$ cat src/rtl/ram_pkg.sv
// Shared definitions for the 8-bit-write / 16-bit-read block RAM slice.
// Holds the default read-port address width, data widths, pointer types and a
// modulo pointer distance helper used by both the writer and reader sides.
package ram_pkg;

  localparam int unsigned ADDR_W = 9;   // read-port word address width (512 words)
  localparam int unsigned DATA_W = 16;  // read-port word width
  localparam int unsigned BYTE_W = 8;   // write-port byte width

  // Byte pointer: ADDR_W+1 byte-address bits plus a wrap bit.
  typedef logic [ADDR_W+1:0] byte_ptr_t;
  // Word pointer: ADDR_W word-address bits plus a wrap bit.
  typedef logic [ADDR_W:0]   word_ptr_t;

  // Distance a - b modulo 2^(ADDR_W+1); the wrap bit separates full from empty.
  function automatic word_ptr_t ptr_diff(input word_ptr_t a, input word_ptr_t b);
    return a - b;
  endfunction

endpackage

$ cat src/rtl/sync_skid_fifo.sv
// Small synchronous first-word-fall-through FIFO with occupancy count.
// Ports:
//   clk_i    clock
//   rst_ni   asynchronous active-low reset
//   clr_i    synchronous flush (wins over push and pop)
//   push_i   write wdata_i; caller guarantees room
//   wdata_i  write data
//   pop_i    consume the head entry; ignored when empty
//   rdata_o  head entry, forced to zero while empty
//   valid_o  FIFO not empty
//   count_o  number of stored entries
module sync_skid_fifo #(
  parameter int unsigned Depth = 2,
  parameter int unsigned Width = 16,
  localparam int unsigned CntW = $clog2(Depth + 1)
) (
  input  logic             clk_i,
  input  logic             rst_ni,
  input  logic             clr_i,
  input  logic             push_i,
  input  logic [Width-1:0] wdata_i,
  input  logic             pop_i,
  output logic [Width-1:0] rdata_o,
  output logic             valid_o,
  output logic [CntW-1:0]  count_o
);

  localparam int unsigned PtrW = (Depth > 1) ? $clog2(Depth) : 1;

  logic [Width-1:0] mem_q [Depth];
  logic [PtrW-1:0]  wptr_q, rptr_q;
  logic [CntW-1:0]  count_q;
  logic             do_pop;

  function automatic logic [PtrW-1:0] ptr_inc(input logic [PtrW-1:0] p);
    return (p == PtrW'(Depth - 1)) ? '0 : p + 1'b1;
  endfunction

  assign do_pop  = pop_i & (count_q != '0);
  assign valid_o = (count_q != '0);
  assign rdata_o = valid_o ? mem_q[rptr_q] : '0;
  assign count_o = count_q;

  always_ff @(posedge clk_i or negedge rst_ni) begin
    if (!rst_ni) begin
      wptr_q  <= '0;
      rptr_q  <= '0;
      count_q <= '0;
    end else if (clr_i) begin
      wptr_q  <= '0;
      rptr_q  <= '0;
      count_q <= '0;
    end else begin
      if (push_i) wptr_q <= ptr_inc(wptr_q);
      if (do_pop) rptr_q <= ptr_inc(rptr_q);
      count_q <= count_q + CntW'(push_i) - CntW'(do_pop);
    end
  end

  // Storage needs no reset: the output is masked while empty.
  always_ff @(posedge clk_i) begin
    if (push_i && !clr_i) mem_q[wptr_q] <= wdata_i;
  end

`ifndef SYNTHESIS
  overflow_a: assert property (@(posedge clk_i) disable iff (!rst_ni)
      (push_i && !do_pop && !clr_i) |-> (count_q < CntW'(Depth)))
    else $error("sync_skid_fifo: push into full FIFO");
`endif

endmodule

$ cat src/rtl/ram_w16_rd_ctrl.sv
// Read-side controller for the 1024x8 write / 512x16 read block RAM.
// Follows the writer's byte pointer, issues word reads only for fully written
// words, absorbs the RAM read latency and presents a valid/ready stream.
// Ports:
//   clk, rst_n        clock, asynchronous active-low reset
//   clr               synchronous flush, pulsed with the writer's clear
//   wr_ptr            writer byte pointer (address bits + wrap bit)
//   rd_ptr            word read pointer (address bits + wrap bit) back to writer
//   adb, ceb, oce     RAM read-port address, clock enable, output-register enable
//   ram_dout          RAM read data, [7:0] even byte, [15:8] odd byte
//   m_data, m_valid,
//   m_ready           output word stream
//   level             committed words not yet read
module ram_w16_rd_ctrl #(
  parameter int unsigned ADDR_W = ram_pkg::ADDR_W,
  parameter int unsigned RD_LAT = 1,
  parameter int unsigned FIFO_D = 2
) (
  input  logic                      clk,
  input  logic                      rst_n,
  input  logic                      clr,
  input  logic [ADDR_W+1:0]         wr_ptr,
  output logic [ADDR_W:0]           rd_ptr,
  output logic [ADDR_W-1:0]         adb,
  output logic                      ceb,
  output logic                      oce,
  input  logic [ram_pkg::DATA_W-1:0] ram_dout,
  output logic [ram_pkg::DATA_W-1:0] m_data,
  output logic                      m_valid,
  input  logic                      m_ready,
  output logic [ADDR_W:0]           level
);

  localparam int unsigned CntW = $clog2(FIFO_D + 1);

  logic [ADDR_W:0]   wr_wptr, level_now;
  logic [ADDR_W:0]   rd_ptr_d, rd_ptr_q;
  logic [ADDR_W:0]   level_d, level_q;
  logic [RD_LAT-1:0] tag_d, tag_q;
  logic [CntW-1:0]   fifo_count;
  logic              issue, pop, push;
  int                occ;
  logic              unused_wr_lsb;

  // Dropping the byte LSB hides a half-written word from the reader.
  assign wr_wptr       = wr_ptr[ADDR_W+1:1];
  assign unused_wr_lsb = wr_ptr[0];
  assign level_now     = wr_wptr - rd_ptr_q;

  assign pop  = m_valid & m_ready;
  assign push = tag_q[RD_LAT-1] & ~clr;

  // Reads in flight plus FIFO contents must never exceed the FIFO depth, so
  // every returning word has a slot even under full backpressure.
  always_comb begin
    occ   = $countones(tag_q) + int'(fifo_count) - int'(pop);
    issue = (level_now != '0) && !clr && (occ < int'(FIFO_D));
  end

  always_comb begin
    rd_ptr_d = rd_ptr_q;
    tag_d    = tag_q << 1;
    tag_d[0] = issue;
    level_d  = level_now;
    if (clr) begin
      rd_ptr_d = '0;
      tag_d    = '0;
      level_d  = '0;
    end else if (issue) begin
      rd_ptr_d = rd_ptr_q + 1'b1;
    end
  end

  always_ff @(posedge clk or negedge rst_n) begin
    if (!rst_n) begin
      rd_ptr_q <= '0;
      tag_q    <= '0;
      level_q  <= '0;
    end else begin
      rd_ptr_q <= rd_ptr_d;
      tag_q    <= tag_d;
      level_q  <= level_d;
    end
  end

  assign ceb    = issue;
  assign adb    = rd_ptr_q[ADDR_W-1:0];
  assign rd_ptr = rd_ptr_q;
  assign level  = level_q;

  // In output-register mode the register loads while a tag sits in stage 1.
  if (RD_LAT == 1) begin : g_oce_bypass
    assign oce = 1'b1;
  end else begin : g_oce_pipe
    assign oce = tag_q[0];
  end

  sync_skid_fifo #(
    .Depth (FIFO_D),
    .Width (ram_pkg::DATA_W)
  ) u_fifo (
    .clk_i   (clk),
    .rst_ni  (rst_n),
    .clr_i   (clr),
    .push_i  (push),
    .wdata_i (ram_dout),
    .pop_i   (pop),
    .rdata_o (m_data),
    .valid_o (m_valid),
    .count_o (fifo_count)
  );

endmodule

$ cat config.mk
export PLATFORM = sky130hd
export DESIGN_NAME = ram_w16_rd_ctrl
export DESIGN_NICKNAME = d
export VERILOG_FILES = /design/src/rtl/ram_pkg.sv /design/src/rtl/sync_skid_fifo.sv /design/src/rtl/ram_w16_rd_ctrl.sv
export SDC_FILE = /design/constraint.sdc
export NUM_CORES = 1
export LEC_CHECK = 0
export BUFFER_PORTS_ARGS = -buffer_cell sky130_fd_sc_hd__buf_4
export CELL_PAD_IN_SITES_DETAIL_PLACEMENT = 0
export CELL_PAD_IN_SITES_GLOBAL_PLACEMENT = 1
export CORE_ASPECT_RATIO = 0.9
export CORE_MARGIN = 1
export CORE_UTILIZATION = 42
export CTS_BUF_LIST = sky130_fd_sc_hd__clkbuf_8
export CTS_CLUSTER_DIAMETER = 120
export CTS_CLUSTER_SIZE = 16
export DETAILED_ROUTE_END_ITERATION = 12
export GPL_ROUTABILITY_DRIVEN = 0
export HOLD_SLACK_MARGIN = 0.02
export PLACE_DENSITY_LB_ADDON = 0.2
export SETUP_SLACK_MARGIN = 0.5
export SKIP_CTS_REPAIR_TIMING = 1
export SYNTH_ARGS = -nofsm -noshare
export SYNTH_HDL_FRONTEND = slang
export SYNTH_SLANG_ARGS = --single-unit
$ cat constraint.sdc
create_clock -name clk -period 3.8 [get_ports clk]
set_clock_uncertainty 0.05 [all_clocks]
set_input_delay 0.38 -clock clk [delete_from_list [all_inputs] [get_ports clk]]
set_output_delay 0.38 -clock clk [all_outputs]
set_load 0.05 [all_outputs]
==> results.md <==
- Number of flops mapped to enable cells by yosys: 32
- Post-synth top area cell: edfxtp_1
- Period minus WS final: 3.461 ns
- Synth warn: 0
- WL final: 6.182 mm
- First-pass iteration count of the detailed router: 4
- Data required, critical path: 3.37 ns
- Peak VDD IR: 0.5034 mV
- DRC: 0
- Critical Path End Type: primary output
- Clk_lat worst skew: 0.33 ns
- Share of cells above drive strength 1: 0.3343
- TritonCTS clock tree: built
- Relative slew slack: 0.3926
- Crit path cell chain: ha_4 > inv_2 > fa_2 > and3_4 > or3_4 > a221oi_4 > o211ai_1 > o41ai_4 > buf_6 > nor2_4 > buf_6
- Primary FF master, synth: edfxtp_1
- Overall power: 3.087 mW
- Dpl hpwl: 4.229 mm
- TritonCTS Sinks: 57
- Static Leak: 1.708 nW
- CP max stage delay: 0.47 ns
- Root buf cell: clkbuf_8
- RSZ-0062 raised after global routing: yes
- Ys async rst share: 0.4386
- Initial Util: 0.4442
- Final core utilization: 0.5850
- Peak Freq: 288.9 MHz
- Die Y: 82.02 um
- Vias in the first global route: 2001
- WP data arrival: 3.03 ns
- Syn-to-layout area delta: 31.70%
- Pwr dens: 784.5 nW/um^2
- Top cells by area, synth: edfxtp_1 (32%), dfrtp_1 (21%), ha_1 (6.7%), mux2i_1 (5.7%), nor2_1 (4.1%)
- Final Hold Fails: 0
- Hold WC Path Type: in2reg
- Worst setup SP type: register
- Routed WL per cell: 14.24 um
- Clock transition at path regs: 0.07 ns
- Antenna Nets Post-Route: 0
- Critical-path cell with the highest stage delay: dfrtp_4
- Seq/Total Area, Yosys: 0.5310
- Hold Slack: 0.1737 ns
- Post-Syn Instances: 258
- Clk buf depth: 2
- Status: finished, final reports clean
- Tcrit/Tclk final: 0.9108
- Buf/Inv on CP: 3
- I/O pin cnt: 79
- Placed insts: 410
- Largest net degree at the start of global routing: 31
- Least-Margin Pin Slew: 0.9111 ns
- Nets@finish: 388
- Fill cells: 601
- Row cnt: 28
- Crit path top cell by count: buf_6
- Setup TNS: 0 ns
- GR peak layer: met2
- Total core area: 6726 um^2
- Via count: 2181
- Post-synth top area share: 0.3216
- Synthesized cell area: 2988 um^2
- Num CTS Buffers: 9
- GRT Overall Usage: 0.1694
- Initial DRC Count: 50
- Met1 usage: 0.2341
- Yosys reg bits: 57
- Die area: 7456 um^2
- Total of max-cap violations: 0
- Congestion Overflow GR: 0
- First-pass GRT wire length: 9.591 mm
- Antenna violations before repair: 0
- Global Route met3 Usage: 0.04259
- Via density: 5.025
- Crit Path Class: reg2out
- Commonest cells post-synth: nor2_1 (33), edfxtp_1 (32), dfrtp_1 (25)
- Htree depth: 3
- Number of setup violations in the final report: 0
- Distinct cells, synth: 47
- Post-Layout Cell Count: 434
- I/O Buffers: 76
- Max FO, Critical Path: 7
- Die W: 90.91 um
- Top delay family on crit path: compound AO/OA/AOI/OAI gates
- Most frequent cell after synthesis: nor2_1
- Slew Viols, Final: 0
- N_diodes: 0
- Avg Cell Area, Syn: 11.58 um^2
- Met2 Track Usage GR: 0.2576
- Mapped Nets: 307
-- metrics by stage --
step                      cell area (um^2)  setup slack (ns)
final                                 3935            0.3390
after global routing                  3935            0.1968
after CTS                             3816           0.01792
after detailed placement              3605            0.2788
after global placement                3605            0.3010
after floorplan                       3008            0.5145
-- worst reg2reg max path: cells and delay by family, from the launching register on --
kind | cells | cell delay [ns]
muxes | 1 | 0.30
adders and majority gates | 2 | 0.55
buffers and inverters | 4 | 0.45
AOI/OAI and AO/OA | 3 | 0.75
and+or+nand+nor | 3 | 0.56
DFF | 1 | 0.47
-- power breakdown --
part           internal (mW)  total (mW)  leakage (nW)  switching [mW]
sequential             0.762       0.843         0.619          0.0814
clock                  0.364       0.600         0.114           0.236
combinational          0.663        1.64         0.974           0.981
-- cell families (layout without fill, tap and decap cells) --
family                     count (synthesis)  count (layout)  share of synthesized area
buffers and inverters                     32             118                    0.05527
DFF                                       57              57                     0.5310
xor gates and xnor gates                  10              10                    0.02931
AOI/OAI and AO/OA                         37              37                    0.09255
muxes                                     20              20                    0.06826
other                                      1               1                   0.001255
and+or+nand+nor                           83              83                     0.1420
adders and majority gates                 18              18                    0.08040
-- routing by layer --
| layer | routed length [um] | up-vias | share of wire |
|---|---|---|---|
| li1 | - | 1075 | - |
| met2 | 2820 | 50 | 0.46 |
| met1 | 3010 | 1046 | 0.49 |
| met5 | 0 | - | 0 |
| met3 | 257 | 10 | 0.042 |
| met4 | 95 | 0 | 0.015 |
-- registers in the layout (all words and copies together) (netlist names) --
name,count
u_fifo.rptr_q,1
rd_ptr,10
u_fifo.count_o,2
tag_q,1
u_fifo.wptr_q,1
u_fifo.mem_q,32
level,10
-- final cells by class --
cell class                      instances  area, um^2  area share
Clock buffer                            9       123.9     0.03148
Clock inverter                          7       87.58     0.02226
Inverter                               15       56.30     0.01431
Multi-Input combinational cell        169        1282      0.3259
Sequential cell                        57        1593      0.4048
Tap cell                               90       112.6     0.02862
Timing Repair Buffer                   87       679.4      0.1727
-- cell usage in the layout (no fill, tap or decap), drive strengths merged, types with 2 or more instances in the layout --
cell type / instances
nand2: 2
or3: 6
dfrtp: 25
and3b: 3
a21o: 7
nor2: 33
ha: 16
fa: 2
bufinv: 2
mux2: 3
mux2i: 17
clkbuf: 9
clkinv: 4
nor3: 8
xnor2: 6
edfxtp: 32
and2: 3
nand3: 8
a21oi: 8
xor2: 4
o211a: 2
nor2b: 9
buf: 86
a221oi: 2
nand3b: 2
and3: 3
inv: 16
or2: 2
o21ai: 7
-- path summary, 6_finish.rpt --
path / start / endpoint / slack, ns / cells after the start
max: rd_ptr[0]$_DFFE_PN0P_ / ceb / 0.34 / 11
min: ram_dout[11] / u_fifo.mem_q[0][11]$_DFFE_PP_ / 0.17 / 1
max reg2reg: rd_ptr[0]$_DFFE_PN0P_ / rd_ptr[5]$_DFFE_PN0P_ / 0.56 / 13
min reg2reg: u_fifo.wptr_q$_DFFE_PN0P_ / u_fifo.wptr_q$_DFFE_PN0P_ / 0.53 / 2
max in group asynchronous: rst_n / rd_ptr[0]$_DFFE_PN0P_ / 2.97 / 2
min in group asynchronous: rst_n / level[0]$_DFF_PN0_ / 0.44 / 2
Note: power is estimated with default switching activity, not from simulation.
